--- config.mk ---
export PLATFORM = sky130hd
export DESIGN_NAME = ctrl_seq
export DESIGN_NICKNAME = d
export VERILOG_FILES = /design/src/rtl/ctrl_seq_pkg.sv /design/src/rtl/ctrl_seq_wait_tmr.sv /design/src/rtl/ctrl_seq.sv
export SDC_FILE = /design/constraint.sdc
export NUM_CORES = 1
export LEC_CHECK = 0
export BUFFER_PORTS_ARGS = -buffer_cell sky130_fd_sc_hd__buf_2
export CAP_MARGIN = 20
export CORE_MARGIN = 4
export CORE_UTILIZATION = 40
export CTS_CLUSTER_DIAMETER = 30
export DETAILED_ROUTE_END_ITERATION = 10
export GPL_TIMING_DRIVEN = 0
export PLACE_DENSITY = 0.72
export SYNTH_ARGS = -nofsm -noshare
export SYNTH_HDL_FRONTEND = slang
export SYNTH_HIERARCHICAL = 1
export SYNTH_SLANG_ARGS = --single-unit
--- constraint.sdc ---
create_clock -name clk -period 2 [get_ports clk]
set_clock_uncertainty 0.15 [all_clocks]
set_input_delay 0 -clock clk [delete_from_list [all_inputs] [get_ports clk]]
set_output_delay 0 -clock clk [all_outputs]
set_load 0.01 [all_outputs]
--- src/rtl/ctrl_seq_pkg.sv ---
// ctrl_seq_pkg: shared types and constants for the hardwired control sequencer
//   state_t      : sequencer states (STEP only reachable with CTRL_SEQ_SINGLE_STEP_EN)
//   CLS_*        : instruction class codes from ir[OPC_W-1:OPC_W-4]
//   MUXB_*       : bus B source selects
//   ALU_PASS_DEF : default ALU code that passes bus A straight through
package ctrl_seq_pkg;

    typedef enum logic [3:0] {
        IDLE, F1, F2, F3, DEC, EXEC, MWAIT, WB, HALT, STEP
    } state_t;

    localparam logic [3:0] CLS_NOP  = 4'd0;
    localparam logic [3:0] CLS_LDAC = 4'd1;
    localparam logic [3:0] CLS_STAC = 4'd2;
    localparam logic [3:0] CLS_MVR  = 4'd3;
    localparam logic [3:0] CLS_MVA  = 4'd4;
    localparam logic [3:0] CLS_ALU  = 4'd5;
    localparam logic [3:0] CLS_JMP  = 4'd6;
    localparam logic [3:0] CLS_JMPZ = 4'd7;
    localparam logic [3:0] CLS_JMPN = 4'd8;
    localparam logic [3:0] CLS_HALT = 4'd15;

    localparam logic [1:0] MUXB_MDR = 2'd0;
    localparam logic [1:0] MUXB_AC  = 2'd1;
    localparam logic [1:0] MUXB_TR  = 2'd2;

    localparam logic [3:0] ALU_PASS_DEF = 4'b1001;

endpackage

--- src/rtl/ctrl_seq_wait_tmr.sv ---
// ctrl_seq_wait_tmr: loadable down-counter timing the DRAM read latency
//   clk, rst_n : clock, asynchronous active-low reset (clears the count)
//   load       : load MEM_LAT-1
//   dec        : count down by one (saturates at zero)
//   done       : count has reached its last waiting cycle
module ctrl_seq_wait_tmr #(
    parameter int MEM_LAT = 2,
    localparam int W = $clog2(MEM_LAT + 1)
) (
    input  logic clk,
    input  logic rst_n,
    input  logic load,
    input  logic dec,
    output logic done
);

    logic [W-1:0] r_cnt;

    always_ff @(posedge clk or negedge rst_n) begin
        if (!rst_n)
            r_cnt <= '0;
        else if (load)
            r_cnt <= W'(MEM_LAT - 1);
        else if (dec && r_cnt != '0)
            r_cnt <= r_cnt - 1'b1;
    end

    // the cycle holding a count of one is the final wait cycle
    assign done = r_cnt <= W'(1);

endmodule

--- src/rtl/ctrl_seq.sv ---
// ctrl_seq: hardwired fetch/decode/execute sequencer driving the datapath strobes
//   Optional macro CTRL_SEQ_SINGLE_STEP_EN adds input step and a STEP pause state.
//   clk, rst_n           : clock, asynchronous active-low reset
//   start                : leave IDLE and begin fetching
//   ir, tr, z, neg       : instruction, operand and ALU flags from the datapath
//   inc_pc .. write_tr   : fetch strobes
//   write_mar .. mdr     : memory strobes
//   select_mux_a/b       : bus A / bus B sources
//   alu_sel, write_ac    : ALU operation, AC write enable
//   write_reg            : one-hot general register write enables
//   busy, halted, illegal: status (illegal is sticky until reset)
module ctrl_seq
    import ctrl_seq_pkg::*;
#(
    parameter int OPC_W   = 8,
    parameter int NREG    = 8,
    parameter int MUXA_W  = 4,
    parameter int ALU_W   = 4,
    parameter int MEM_LAT = 2,
    parameter logic [ALU_W-1:0] ALU_PASS = ALU_W'(ALU_PASS_DEF)
) (
    input  logic              clk,
    input  logic              rst_n,
    input  logic              start,
`ifdef CTRL_SEQ_SINGLE_STEP_EN
    input  logic              step,
`endif
    input  logic [OPC_W-1:0]  ir,
    input  logic [17:0]       tr,
    input  logic              z,
    input  logic              neg,
    output logic              inc_pc,
    output logic              write_pc,
    output logic              write_iar,
    output logic              write_idr,
    output logic              write_ir,
    output logic              write_tr,
    output logic              write_mar,
    output logic              write_dram,
    output logic              write1_mdr,
    output logic              write2_mdr,
    output logic [MUXA_W-1:0] select_mux_a,
    output logic [1:0]        select_mux_b,
    output logic [ALU_W-1:0]  alu_sel,
    output logic              write_ac,
    output logic [NREG-1:0]   write_reg,
    output logic              busy,
    output logic              halted,
    output logic              illegal
);

    localparam int IW = OPC_W - 4;

`ifdef CTRL_SEQ_SINGLE_STEP_EN
    localparam state_t RET = STEP;
`else
    localparam state_t RET = F1;
`endif

    state_t          r_state, w_next;
    logic [3:0]      r_cls;
    logic [IW-1:0]   r_idx;
    logic            r_illegal;
    logic            w_idx_ok, w_bad, w_done;
    logic [NREG-1:0] w_onehot;
    logic            w_unused;

    assign w_unused = ^tr[17:ALU_W];
    assign w_idx_ok = 32'(r_idx) < NREG;
    assign w_onehot = NREG'(1) << r_idx;
    // classes 9-14 are undefined; MVR/MVA also reject registers that do not exist
    assign w_bad    = (r_cls > CLS_JMPN && r_cls != CLS_HALT) ||
                      ((r_cls == CLS_MVR || r_cls == CLS_MVA) && !w_idx_ok);

    ctrl_seq_wait_tmr #(.MEM_LAT(MEM_LAT)) u_tmr (
        .clk  (clk),
        .rst_n(rst_n),
        .load (r_state == EXEC),
        .dec  (r_state == MWAIT),
        .done (w_done)
    );

    always_ff @(posedge clk or negedge rst_n) begin
        if (!rst_n) begin
            r_state   <= IDLE;
            r_cls     <= '0;
            r_idx     <= '0;
            r_illegal <= 1'b0;
        end else begin
            r_state <= w_next;
            if (r_state == DEC) begin
                r_cls <= ir[OPC_W-1:OPC_W-4];
                r_idx <= ir[IW-1:0];
            end
            if (r_state == EXEC && w_bad)
                r_illegal <= 1'b1;
        end
    end

    always_comb begin
        w_next = r_state;
        case (r_state)
            IDLE:  w_next = start ? F1 : IDLE;
            F1:    w_next = F2;
            F2:    w_next = F3;
            F3:    w_next = DEC;
            DEC:   w_next = EXEC;
            EXEC:  w_next = (w_bad || r_cls == CLS_HALT) ? HALT :
                            r_cls == CLS_LDAC ? (MEM_LAT > 1 ? MWAIT : WB) :
                            r_cls == CLS_STAC ? WB : RET;
            MWAIT: w_next = w_done ? WB : MWAIT;
            WB:    w_next = RET;
            HALT:  w_next = HALT;
`ifdef CTRL_SEQ_SINGLE_STEP_EN
            STEP:  w_next = step ? F1 : STEP;
`endif
            default: w_next = IDLE;
        endcase
    end

    always_comb begin
        inc_pc       = 1'b0;
        write_pc     = 1'b0;
        write_iar    = 1'b0;
        write_idr    = 1'b0;
        write_ir     = 1'b0;
        write_tr     = 1'b0;
        write_mar    = 1'b0;
        write_dram   = 1'b0;
        write1_mdr   = 1'b0;
        write2_mdr   = 1'b0;
        select_mux_a = '0;
        select_mux_b = MUXB_MDR;
        alu_sel      = ALU_PASS;
        write_ac     = 1'b0;
        write_reg    = '0;
        case (r_state)
            F1: write_iar = 1'b1;
            F2: begin
                write_idr = 1'b1;
                inc_pc    = 1'b1;
            end
            F3: begin
                write_ir = 1'b1;
                write_tr = 1'b1;
            end
            EXEC: case (r_cls)
                CLS_LDAC: begin
                    write_mar    = 1'b1;
                    select_mux_b = MUXB_TR;
                end
                CLS_STAC: begin
                    write_mar    = 1'b1;
                    write1_mdr   = 1'b1;
                    select_mux_b = MUXB_AC;
                end
                CLS_MVR: if (w_idx_ok) begin
                    select_mux_b = MUXB_AC;
                    write_reg    = w_onehot;
                end
                CLS_MVA: if (w_idx_ok) begin
                    select_mux_a = MUXA_W'(r_idx);
                    write_ac     = 1'b1;
                end
                CLS_ALU: begin
                    select_mux_a = MUXA_W'(r_idx);
                    select_mux_b = MUXB_AC;
                    alu_sel      = tr[ALU_W-1:0];
                    write_ac     = 1'b1;
                end
                CLS_JMP, CLS_JMPZ, CLS_JMPN: begin
                    select_mux_b = MUXB_TR;
                    write_pc     = r_cls == CLS_JMP || (r_cls == CLS_JMPZ && z) ||
                                   (r_cls == CLS_JMPN && neg);
                end
                default: ;
            endcase
            WB: if (r_cls == CLS_LDAC) begin
                write2_mdr = 1'b1;
                write_ac   = 1'b1;
            end else
                write_dram = 1'b1;
            default: ;
        endcase
    end

    assign busy    = r_state != IDLE && r_state != HALT;
    assign halted  = r_state == HALT;
    assign illegal = r_illegal;

endmodule

== Word level (Yosys, flattened, before mapping) ==
Cells that the tools add are included.

* $add $sub $neg: 1
* $lt $le $gt $ge: 3
* Eq/ne operators: 19
* Shifts and indexed selects: 1
* Multiplexer cells: 35
* Reductions and logical operators: 21

{| class="wikitable"
|+ Operators with widths
! cell !! number
|-
| 4-bit one-hot mux with 9 select lines || 1
|-
| 4-bit by 3-bit == test with 1-bit output, second input constant || 8
|-
| 8-bit 2-to-1 mux || 3
|-
| 4-bit 2-to-1 mux || 5
|-
| 1-bit 2-to-1 mux || 17
|-
| 4-bit by 2-bit == test with 1-bit output, second input constant || 4
|-
| 4-bit == test, second input constant || 3
|-
| 4-bit by 1-bit == test with 1-bit output, second input constant || 2
|-
| 4-bit inequality test, second input constant || 2
|-
| 4-bit one-hot mux with 2 select lines || 1
|-
| 1-bit by 4-bit << shifter with 8-bit output, first input constant || 1
|-
| 1-bit logical AND || 7
|-
| 2-bit 2-to-1 mux || 3
|-
| 3-bit 2-to-1 mux || 2
|-
| 2-bit one-hot mux with 3 select lines || 1
|-
| 1-bit logical OR || 5
|-
| 4-bit greater-than comparator, second input constant || 1
|-
| 4-bit logical NOT || 1
|-
| 4-bit less-than comparator, second input constant || 1
|-
| 1-bit one-hot mux with 2 select lines || 2
|-
| 2-bit nonzero test || 2
|-
| 4-bit nonzero test || 1
|-
| 2-bit OR reduction || 2
|-
| 4-bit OR reduction || 1
|-
| 4 further kinds || 4
|}

* Register bits after elaboration: 15
* Input port bits: 31
* Output and inout bits: 32
* Word-level logic and storage cells: 85

== Logic depth before layout (Yosys ltp) ==
Gate-level depths: netlist of the first run.

* Depth in word-level cells: 7
* Mapped depth: 7
* Mapped depth without buffers: 6

== By module ==
The synthesis of the first run kept the hierarchy.

{| class="wikitable"
|+ By module, submodules not included
! module !! instances !! cells an instance !! area an instance (um^2) !! sequential area each (um^2)
|-
| ctrl_seq || 1 || 121 || 1,028.5 || 325.3
|-
| ctrl_seq_wait_tmr || 1 || 13 || 135.1 || 50.0
|}

== Least setup slack after synthesis of the first run ==
Ideal clock, no wire load.

* Path type: register to register
* Start: register r_state[3]
* End: register u_tmr.r_cnt[1]
* Data arrival time: 1.368 ns
* Slack: 0.387 ns
* Stages on the path, launching flop included: 7
* Buffers on the path: 2
* Clock period less this slack: 1.613 ns
* Cell sequence: dfrtp_1 buf_6 nand4bb_1 buf_6 clkinv_4 or4b_1 o31ai_1

* Longest elaborated chain between the ends: 3
* Elaborated cells on any way between the ends: 5
* Those cells by class: 2 x eq/ne; 1 x mux; 2 x reduce/logical

{| class="wikitable"
|+ Ends and longest elaborated chain
! item !! RTL line !! RTL
|-
| start: declaration || ctrl_seq.sv:60 || <nowiki>state_t r_state, w_next;</nowiki>
|-
| start signal: assignment || ctrl_seq.sv:90 || <nowiki>r_state <= w_next;</nowiki>
|-
| 4-bit by 3-bit == test with 1-bit output || ctrl_seq.sv:79 || <nowiki>.dec (r_state == MWAIT),</nowiki>
|-
| 1-bit logical AND || ctrl_seq_wait_tmr.sv:24 || <nowiki>else if (dec && r_cnt != '0)</nowiki>
|-
| 2-bit nonzero test (no line) || - ||
|-
| end signal: assignment || ctrl_seq_wait_tmr.sv:23 || <nowiki>r_cnt <= W'(MEM_LAT - 1);</nowiki>
|-
| end signal: assignment || ctrl_seq_wait_tmr.sv:25 || <nowiki>r_cnt <= r_cnt - 1'b1;</nowiki>
|-
| end: declaration || ctrl_seq_wait_tmr.sv:17 || <nowiki>logic [W-1:0] r_cnt;</nowiki>
|}

Several ways; a longest one is shown, not always the timed one.
A chain may end at the register's enable or synchronous reset.

== Worst setup path in the final report of the first run ==
* Start: register r_state[0]
* End: output port write_ac

* Longest elaborated chain between the ends: 2
* Elaborated cells on any way between the ends: 3
* Those cells by class: 2 x eq/ne; 1 x mux

{| class="wikitable"
|+ Ends and longest elaborated chain
! item !! RTL line !! RTL
|-
| 4-bit by 3-bit == test with 1-bit output || ctrl_seq.sv:137 || <nowiki>case (r_state)</nowiki>
|-
| 1-bit one-hot mux with 2 select lines (*) || ctrl_seq.sv:137 ||
|-
| end: declaration || ctrl_seq.sv:45 || <nowiki>output logic write_ac,</nowiki>
|}

Every way passes the cells marked *; elsewhere a longest branch is shown, timed or not.

==> qor.txt, run 1 <==
Clock H-tree levels = 1
top cells by area, synth = dfrtp_1, mux2_2, nor3_1
Clock transition at path regs = 0.09 ns
worst setup path category = register to output port
Critical Path End Type = output port
worst-path cell with the longest stage delay = clkbuf_1
standby leakage power = 0.806 nW
standard cell core area = 2760 sq um
Worst Reg2Reg Path Length in Cells = 5
type of the worst min-delay path = input port to async pin
weighted congestion reported at the end of routability-driven placement = 0.764
worst-case clock buffer depth = 2
initial cell density of the core = 0.422
number of pins with negative max-slew slack in the final report = 0
Global Route met2 Usage = 0.338
number of diodes added for antenna fixing = 0
Crit path largest cell delay = 0.36 ns
overall die width = 61.9 um
number of register bits inferred by synthesis = 15
source-to-sink clock delay at the later pin of the worst-skew pair = 0.29 ns
Tot GR Track Use = 0.176
met1 track demand over resource = 0.198
cell taking the most area after synthesis = dfrtp_1
leading cell type by number of instances after synthesis = dfrtp_1
placement row count = 19
post-synthesis cell type count = 44
number of max-capacitance violations reported = 0
unrepaired setup endpoints after global routing = true
post-detailed-route wirelength per cell = 13.9 um
maximum fanout count along the critical path = 10
net switching power figure = 1.00 mW
Internal Pwr Total = 1.16 mW
final net count = 237
Tmin final = 2.04 ns
Crit path arrival time = 1.89 ns
top cell types by occurrence after synthesis = dfrtp_1, nor2_1, nand2_1, nor3_1
clock tree from TritonCTS = yes
final setup margin = -0.0418 ns
Buf+Inv Stages, Crit Path = 2
Power per Cell Area = 1300 nW/um^2
GR met3 Demand/Resource = 0.0310
Post-Route Setup TNS = -0.0739 ns
Vert. Die Dim = 61.9 um
GRT Max-Usage Layer = met2
delay-heaviest family, CP = buffers and inverters
post-route worst hold slack = -0.00652 ns
TritonCTS buffer count = 3
sequential fraction of design power = 0.278
critical path, cell by cell = clkbuf_1, nand4b_1, nor3_1, o21ai_0, o31ai_1, buf_2
Synth Cell Area = 1160 sq um
Max VDD drop = 0.000881 V
synthesis warning total = 6
endpoint required time on the critical path = 1.85 ns
first-pass GRT wire length = 5090 um
proportion of power drawn by combinational gates = 0.639
DP Wirelength = 2250 um
Root Buffer = clkbuf_4
Tcrit/Tclk final = 1.02
average size of a mapped cell = 8.68 sq um
fraction of power spent switching nets = 0.463
total design power = 2.17 mW
number of sinks driven by the clock tree = 15
antenna violations before repair = 0
average via count per standard cell = 5.40
number of port buffers = 48
fillers = 247
asr flop ratio synth = 1.00
summed area of non-filler cells in the final layout = 1670 sq um
Setup crit start kind = register
Crit path depth = 6
drt total wl = 3260 um
total gr overflow = 0
Post-route DRC = 0
die area = 3840 sq um
maximum number of pins on one net before global-route repair = 16
clock group share of total power = 0.082
TritonRoute pass-1 iters = 4
number of failing setup endpoints in the final timing report = 2
Yosys top cell area share = 0.323
fraction of final layout cells with drive strength greater than 1 = 0.419
via count = 1263
slew at the pin with the worst max-slew slack = 0.468 ns
sequential share of the synthesized area = 0.323
count of mapped cells out of synthesis = 134
violated checks = hold timing, setup timing
maximum clock frequency = 490 MHz
Top Ports = 63
count of flip-flops with a built-in enable after synthesis = 0
placed standard-cell area = 1440 sq um
Routed Antenna Nets = 0
vias in the first global route = 1189
ys flop type = dfrtp_1
area delta synth->final = 43.5%
final count of hold timing violations = 15
number of design-rule violations left by the first detailed-router iteration = 73
outcome = complete, but fails checks
Synthesized Nets = 167
worst slew slack as a fraction of its limit = 0.688
power groups by stage:
stage,sequential [mW],clock [mW],combinational (mW)
final,0.602,0.179,1.38
after global routing,0.627,0.196,1.53
after CTS,0.588,0.179,1.31
after detailed placement,0.589,0,1.22
after global placement,0.582,0,1.18
after floorplan,0.560,0,0.946
cell usage in the layout (no fill, tap or decap), types with 2 or more instances in the layout:
cell type	synthesis	layout
o31ai_1	2	2
and3_1	4	4
clkbuf_2	0	2
buf_2	0	48
nor4_2	0	2
nor3_1	9	9
buf_6	2	2
nor2b_1	2	2
buf_4	4	11
a21o_1	3	3
mux2i_1	2	2
nor2_1	12	11
nand3_1	3	3
inv_1	4	4
ha_1	2	2
mux2_2	7	7
clkbuf_4	0	3
nand2b_1	6	6
o21ai_0	7	7
dfrtp_1	15	15
clkbuf_1	7	6
a21oi_1	5	5
dlygate4sd3_1	0	9
nand2_1	9	9
and2_1	3	3
final timing paths:
kind / from / to / slack [ns]
worst max-delay path: r_state[0] / write_ac / -0.04
worst min-delay path: rst_n / r_state[0] / -0.007
worst max register to register: r_state[1] / u_tmr/r_cnt[1] / 0.20
worst min register to register: illegal / illegal / 0.37
max in group asynchronous: rst_n / r_cls[0] / 1.46
min in group clk: start / r_state[0] / 0.04
cells by family after synthesis:
family / Yosys count / synth area share
buffers and inverters: 18 / 0.0882
AOI/OAI and AO/OA: 25 / 0.147
DFF: 15 / 0.323
muxes: 9 / 0.0850
adders and majority gates: 2 / 0.0215
and+or+nand+nor: 65 / 0.335
state kept, by name, indices dropped and copies added (netlist names):
register,cells
illegal,1
r_cls,4
r_idx,4
r_state,4
u_tmr/r_cnt,2
cell type report:
cell class	instances	area, sq um	area share
plain buffers	12	70.1	0.0419
clock buffers	4	26.3	0.0157
inverters	5	31.3	0.0187
multi-input cells	101	714	0.428
flip-flops and latches	15	375	0.225
well taps	31	38.8	0.0232
repair buffers	66	414	0.248
through the flow:
stage / util / setup WS [ns] / hold WS, ns / instances
after floorplan: - / 0.387 / -0.446 / 134
after global placement: 0.523 / 0.248 / -0.231 / 213
after detailed placement: 0.523 / 0.180 / -0.229 / 213
after CTS: 0.584 / -0.00755 / 0.0105 / 231
after global routing: 0.606 / -0.192 / 0.0341 / 234
final: 0.606 / -0.0418 / -0.00652 / 234
repair_timing:
action	4_1_cts	5_1_grt
endpoints found under the setup margin	4	13
hold buffers	9	0
gates resized for setup	2	9
buffers inserted	5	5
pin swaps	2	3
endpoints found under the hold margin	23	0
metal layers:
layer  vias up  wire (um)
met5         -          0
met4         0         76
met3         9        183
met2        48       1700
met1       593       1310
li1        613          -
Power figures use the tool's default switching activity.
==> run 2: changes to the inputs <==
--- a/config.mk
+++ b/config.mk
@@ -13,6 +13,7 @@
 export DETAILED_ROUTE_END_ITERATION = 10
 export GPL_TIMING_DRIVEN = 0
 export PLACE_DENSITY = 0.72
+export SETUP_SLACK_MARGIN = 0.02
 export SYNTH_ARGS = -nofsm -noshare
 export SYNTH_HDL_FRONTEND = slang
 export SYNTH_HIERARCHICAL = 1
==> constraint.sdc (replaced) <==
create_clock -name clk -period 1.96 [get_ports clk]
set_clock_uncertainty 0.15 [all_clocks]
set_input_delay 0 -clock clk [delete_from_list [all_inputs] [get_ports clk]]
set_output_delay 0 -clock clk [all_outputs]
set_load 0.01 [all_outputs]
==> run 2 against run 1 <==
  * The run still ends with hold timing, setup timing left
  * Sequential power increased by 3%
  * Flip-flop and latch count unchanged
  * First-iteration DRC count decreased by 51%
  * Final cell count unchanged
  * Register-to-register slack about the same
  * Non-clock buffer count unchanged
  * Critical path depth unchanged
  * Cell area increased by 1.5%
  * Largest cell class unchanged
  * Highest routed layer unchanged
==> qor.txt, run 2 (same netlist as run 1, synthesis figures left out) <==
Post-route DRC = 0 (unchanged)
placed instance count = 213 (unchanged)
TritonCTS buffer count = 3 (unchanged)
clock tree from TritonCTS = yes
delay-heaviest family, CP = simple AND/OR/NAND/NOR gates
worst slew slack as a fraction of its limit = 0.670 (-0.0182)
number of design-rule violations left by the first detailed-router iteration = 36 (-51%)
Final Core Density = 0.615 (+0.00907)
slew at the pin with the worst max-slew slack = 0.496 ns (+0.0273 ns)
Worst Reg2Reg Path Length in Cells = 4 (-1)
critical path, cell by cell = nand4bb_1, buf_6, clkinv_8, nand3b_4, or4_1, buf_2
outcome = complete, but fails checks
total gr overflow = 0 (unchanged)
Crit path arrival time = 1.86 ns (-0.03 ns)
maximum fanout count along the critical path = 4 (-6)
number of failing setup endpoints in the final timing report = 5 (+3)
Tcrit/Tclk final = 1.03
number of sinks driven by the clock tree = 15 (unchanged)
initial cell density of the core = 0.422 (unchanged)
maximum clock frequency = 497 MHz
Critical Path End Type = output port
fraction of final layout cells with drive strength greater than 1 = 0.448 (+0.0296)
type of the worst min-delay path = input port to async pin
final count of hold timing violations = 15 (unchanged)
commonest cells after routing, fill and taps aside = buf_2, dfrtp_1, buf_4
maximum number of pins on one net before global-route repair = 16 (unchanged)
unrepaired setup endpoints after global routing = true
worst-path cell with the longest stage delay = or4_1
Vert. Die Dim = 61.9 um (unchanged)
number of diodes added for antenna fixing = 0 (unchanged)
worst-case clock buffer depth = 2 (unchanged)
setup slack of the worst register-to-register path = 0.21 ns (about the same)
source-to-sink clock delay at the later pin of the worst-skew pair = 0.28 ns (about the same)
TritonRoute pass-1 iters = 4 (unchanged)
post-detailed-route wirelength per cell = 13.9 um (-0.46%)
post-route worst hold slack = -0.00388 ns (+0.00263 ns)
drt total wl = 3250 um (-0.46%)
overall die width = 61.9 um (unchanged)
endpoint required time on the critical path = 1.81 ns (-0.04 ns)
crit path from = r_state[3]
antenna violations before repair = 0 (unchanged)
Power per Cell Area = 1310 nW/um^2 (+1.3%)
Clock transition at path regs = 0.09 ns (about the same)
Crit path depth = 6 (unchanged)
number of pins with negative max-slew slack in the final report = 0 (unchanged)
Setup crit start kind = register
fillers = 247 (unchanged)
final net count = 237 (unchanged)
DP Wirelength = 2250 um (unchanged)
violated checks = hold timing, setup timing
largest registers ranked by flip-flop count = r_cls (4), r_idx (4), r_state (4)
area delta synth->final = 45.7%
worst setup path category = register to output port
number of port buffers = 48 (unchanged)
Tmin final = 2.01 ns
Clock H-tree levels = 1 (unchanged)
weighted congestion reported at the end of routability-driven placement = 0.764 (unchanged)
Tot GR Track Use = 0.176 (unchanged)
Root Buffer = clkbuf_4
CP Capture Point = alu_sel[0]
non-filler cells in the finished layout = 234 (unchanged)
standby leakage power = 0.815 nW (+1.1%)
average via count per standard cell = 5.38 (-0.24%)
Place WS = 0.140 ns (-0.0400 ns)
first-pass GRT wire length = 5090 um (unchanged)
number of max-capacitance violations reported = 0 (unchanged)
total design power = 2.23 mW (+2.9%)
Top Ports = 63 (unchanged)
Buf+Inv Stages, Crit Path = 3 (+1)
Max VDD drop = 0.000914 V (+3.8%)
Crit path largest cell delay = 0.53 ns (+0.17 ns)
Reg-to-Reg Start = r_state[3]
vias in the first global route = 1189 (unchanged)
standard cell core area = 2760 sq um (unchanged)
worst r2r dst = r_idx[3]
via count = 1260 (-0.24%)
final setup margin = -0.0517 ns (-0.00992 ns)
most common cell after layout, fill and taps aside = buf_2
die area = 3840 sq um (unchanged)
placement row count = 19 (unchanged)
Routed Antenna Nets = 0 (unchanged)
## run 2: layout make-up
class                   instances  area (sq um)  area share
clock buffers                   4          26.3      0.0155
plain buffers                  12          73.8      0.0435
inverters                       5          31.3      0.0185
flip-flops and latches         15           375       0.221
repair buffers                 66           417       0.246
multi-input cells             101           733       0.432
well taps                      31          38.8      0.0229
## run 2: metal layers
metal | global-route usage | share of wire
met5 | 0 | 0
met4 | 0.0485 | 0.011
met3 | 0.0310 | 0.059
met2 | 0.338 | 0.54
met1 | 0.198 | 0.39
## run 2: through the flow
step / area (sq um) / setup TNS [ns]
2_1_floorplan: 1160 / 0
3_3_place_gp: 1440 / 0
3_5_place_dp: 1440 / 0
4_1_cts: 1610 / -0.0475
5_1_grt: 1700 / -0.808
6_report: 1700 / -0.107
## run 2: how the worst min path moves through the flow
stage,endpoint,slack (ns)
after global placement,r_state[2],-0.23
after floorplan,illegal,-0.45
final,r_state[0],-0.004
after detailed placement,r_state[0],-0.23
after CTS,u_tmr/r_cnt[1],0.01
after global routing,u_tmr/r_cnt[1],0.03
## run 2: where the power goes
part	total, mW	switching, mW	internal (mW)	leakage (nW)
Combinational	1.43	0.774	0.653	0.623
Sequential	0.621	0.159	0.462	0.177
Clock	0.180	0.101	0.0791	0.0150
## run 2: what timing repair did
item	4_1_cts	5_1_grt
hold buffers	9	0
endpoints found under the setup margin	5	19
endpoints found under the hold margin	23	0
pin swaps	4	9
buffers inserted	5	5
resized for setup	2	20
==> run 3: changes to the inputs <==
==> constraint.sdc (replaced) <==
create_clock -name clk -period 1.96 [get_ports clk]
set_clock_uncertainty 0.15 [all_clocks]
set_input_delay 0.392 -clock clk [delete_from_list [all_inputs] [get_ports clk]]
set_output_delay 0.392 -clock clk [all_outputs]
set_load 0.01 [all_outputs]
==> run 3 against run 2 <==
  * The flow finishes with violations (setup timing)
  * Hold slack better by 0.17 ns
  * Clock-buffer cell count unchanged
  * Sequential power is essentially flat
  * Cell area up 11%
  * Power rose by 21%
  * Final cell count rose by 1.7%
  * Critical endpoint unchanged
==> qor.txt, run 3 (same netlist as run 1, synthesis figures left out) <==
outcome = complete, but fails checks
violated checks = setup timing
post-detailed-route wirelength per cell = 14.2 um (+2.3%)
most common cell after layout, fill and taps aside = buf_2
unrepaired setup endpoints after global routing = true
Global Route met2 Usage = 0.332 (-0.00598)
maximum number of pins on one net before global-route repair = 16 (unchanged)
TritonRoute pass-1 iters = 4 (unchanged)
GRT Max-Usage Layer = met2
worst setup path category = register to output port
endpoint required time on the critical path = 1.42 ns (-0.39 ns)
placement row count = 19 (unchanged)
crit path from = r_state[1]
number of failing setup endpoints in the final timing report = 23 (+18)
placed instance count = 213 (unchanged)
antenna violations before repair = 0 (unchanged)
DP Wirelength = 2210 um (-1.8%)
post-route worst hold slack = 0.161 ns (+0.165 ns)
met1 track demand over resource = 0.234 (+0.0357)
area delta synth->final = 62.0%
Clock transition at path regs = 0.09 ns (about the same)
Crit path depth = 6 (unchanged)
first-pass GRT wire length = 5290 um (+3.9%)
weighted congestion reported at the end of routability-driven placement = 0.776 (+1.5%)
non-filler cells in the finished layout = 238 (+1.7%)
clock tree from TritonCTS = yes
summed area of non-filler cells in the final layout = 1890 sq um (+11%)
Clock H-tree levels = 1 (unchanged)
CP Capture Point = alu_sel[0]
placed standard-cell area = 1450 sq um (+0.78%)
average via count per standard cell = 5.34 (-0.74%)
register area = 378 sq um (+0.67%)
Top cell by count, worst path = buf_6
drt total wl = 3380 um (+4.0%)
worst slew slack as a fraction of its limit = 0.678 (+0.00827)
number of pins with negative max-slew slack in the final report = 0 (unchanged)
final count of hold timing violations = 0 (-15)
number of port buffers = 48 (unchanged)
TritonCTS buffer count = 3 (unchanged)
Vert. Die Dim = 61.9 um (unchanged)
Root Buffer = clkbuf_4
commonest cells after routing, fill and taps aside = buf_2, buf_4, dfrtp_1
type of the worst min-delay path = input port to register
number of max-capacitance violations reported = 0 (unchanged)
Crit path largest cell delay = 0.43 ns (-0.10 ns)
Worst Reg2Reg Path Length in Cells = 8 (+4)
Tcrit/Tclk final = 1.17 (+0.148)
Max VDD drop = 0.00103 V (+13%)
area taken by multi-input logic gates = 847 sq um (+16%)
standby leakage power = 0.889 nW (+9.0%)
total design power = 2.69 mW (+21%)
Post-Route Setup TNS = -4.91 ns (-4.80 ns)
critical path, cell by cell = nand4bb_1, buf_6, clkinv_8, nand3b_4, or4_4, buf_6
number of design-rule violations left by the first detailed-router iteration = 48 (+33%)
via count = 1272 (+0.95%)
fillers = 238 (-3.6%)
largest registers ranked by flip-flop count = r_cls (4), r_idx (4), r_state (4)
worst r2r dst = u_tmr/r_cnt[1]
source-to-sink clock delay at the later pin of the worst-skew pair = 0.28 ns (about the same)
Top Ports = 63 (unchanged)
final net count = 241 (+1.7%)
number of diodes added for antenna fixing = 0 (unchanged)
delay-heaviest family, CP = simple AND/OR/NAND/NOR gates
final setup margin = -0.341 ns (-0.289 ns)
initial cell density of the core = 0.422 (unchanged)
Power per Cell Area = 1430 nW/um^2 (+8.6%)
overall die width = 61.9 um (unchanged)
maximum fanout count along the critical path = 4 (unchanged)
worst-path cell with the longest stage delay = or4_4
number of sinks driven by the clock tree = 15 (unchanged)
Routed Antenna Nets = 0 (unchanged)
Reg-to-Reg Start = r_state[2]
Final Core Density = 0.684 (+0.0690)
Tot GR Track Use = 0.184 (+0.00721)
Place WS = -0.196 ns (-0.335 ns)
worst-case clock buffer depth = 2 (unchanged)
Post-route DRC = 0 (unchanged)
GR met3 Demand/Resource = 0.0248 (-0.00620)
setup slack of the worst register-to-register path = 0.06 ns (-0.15 ns)
Setup crit start kind = register
maximum clock frequency = 435 MHz (-13%)
Critical Path End Type = output port
Tmin final = 2.30 ns (+0.289 ns)
die area = 3840 sq um (unchanged)
Buf+Inv Stages, Crit Path = 3 (unchanged)
vias in the first global route = 1178 (-0.93%)
standard cell core area = 2760 sq um (unchanged)
total gr overflow = 0 (unchanged)
slew at the pin with the worst max-slew slack = 0.483 ns (-0.0124 ns)
Crit path arrival time = 1.76 ns (-0.10 ns)
fraction of final layout cells with drive strength greater than 1 = 0.594 (+0.146)
[run 3: cell count changes in the layout (fill, tap and decap cells not counted), sizes merged]
cell,change
buf,+16
clkbuf,-4
dlygate4sd3,-8
[run 3: area by class of cell]
cell class	instances	area share
tap	31	0.0206
sequential	15	0.200
inverter	5	0.0166
timing repair buffer	70	0.240
clock buffer	4	0.0139
buffer	12	0.0591
multi-input combinational	101	0.449
[run 3: worst register-to-register path, cell delays in order (launching register included)]
cell and delay (ns):
dfrtp_1 0.41, nand4bb_1 0.13, buf_6 0.15, clkinv_8 0.06, buf_6 0.11, buf_8 0.13, buf_6 0.13, or4b_1 0.47
o31ai_1 0.08
[run 3: where the power goes]
| group | internal, mW | leakage [nW] | switching (mW) |
|---|---|---|---|
| logic | 0.935 | 0.699 | 0.955 |
| clock network | 0.0790 | 0.0150 | 0.0987 |
| registers | 0.467 | 0.175 | 0.156 |
[run 3: per-layer routing]
layer  part of all wire  vias up
li1                   -      621
met2               0.54       33
met3              0.032        4
met5                  0        -
met1               0.42      614
met4             0.0071        0
[run 3: what timing repair did]
item / in CTS / in global routing
resized for setup: 42 / 27
gates cloned: 0 / 0
hold endpoints to repair: 15 / 0
endpoints found under the setup margin: 31 / 30
pin swaps: 12 / 5
hold buffers: 1 / 0
buffers inserted: 12 / 10
[run 3: worst min-delay path by stage]
| stage | startpoint | to | slack, ns | cells after the start |
|---|---|---|---|---|
| 3_3_place_gp | rst_n | r_state[1] | 0.16 | 1 |
| 5_1_grt | ir[5] | r_cls[1] | 0.17 | 2 |
| 2_1_floorplan | rst_n | illegal | -0.05 | 0 |
| 4_1_cts | ir[4] | r_cls[0] | 0.16 | 3 |
| 3_5_place_dp | rst_n | r_state[2] | 0.16 | 1 |
| 6_report | ir[4] | r_cls[0] | 0.16 | 3 |
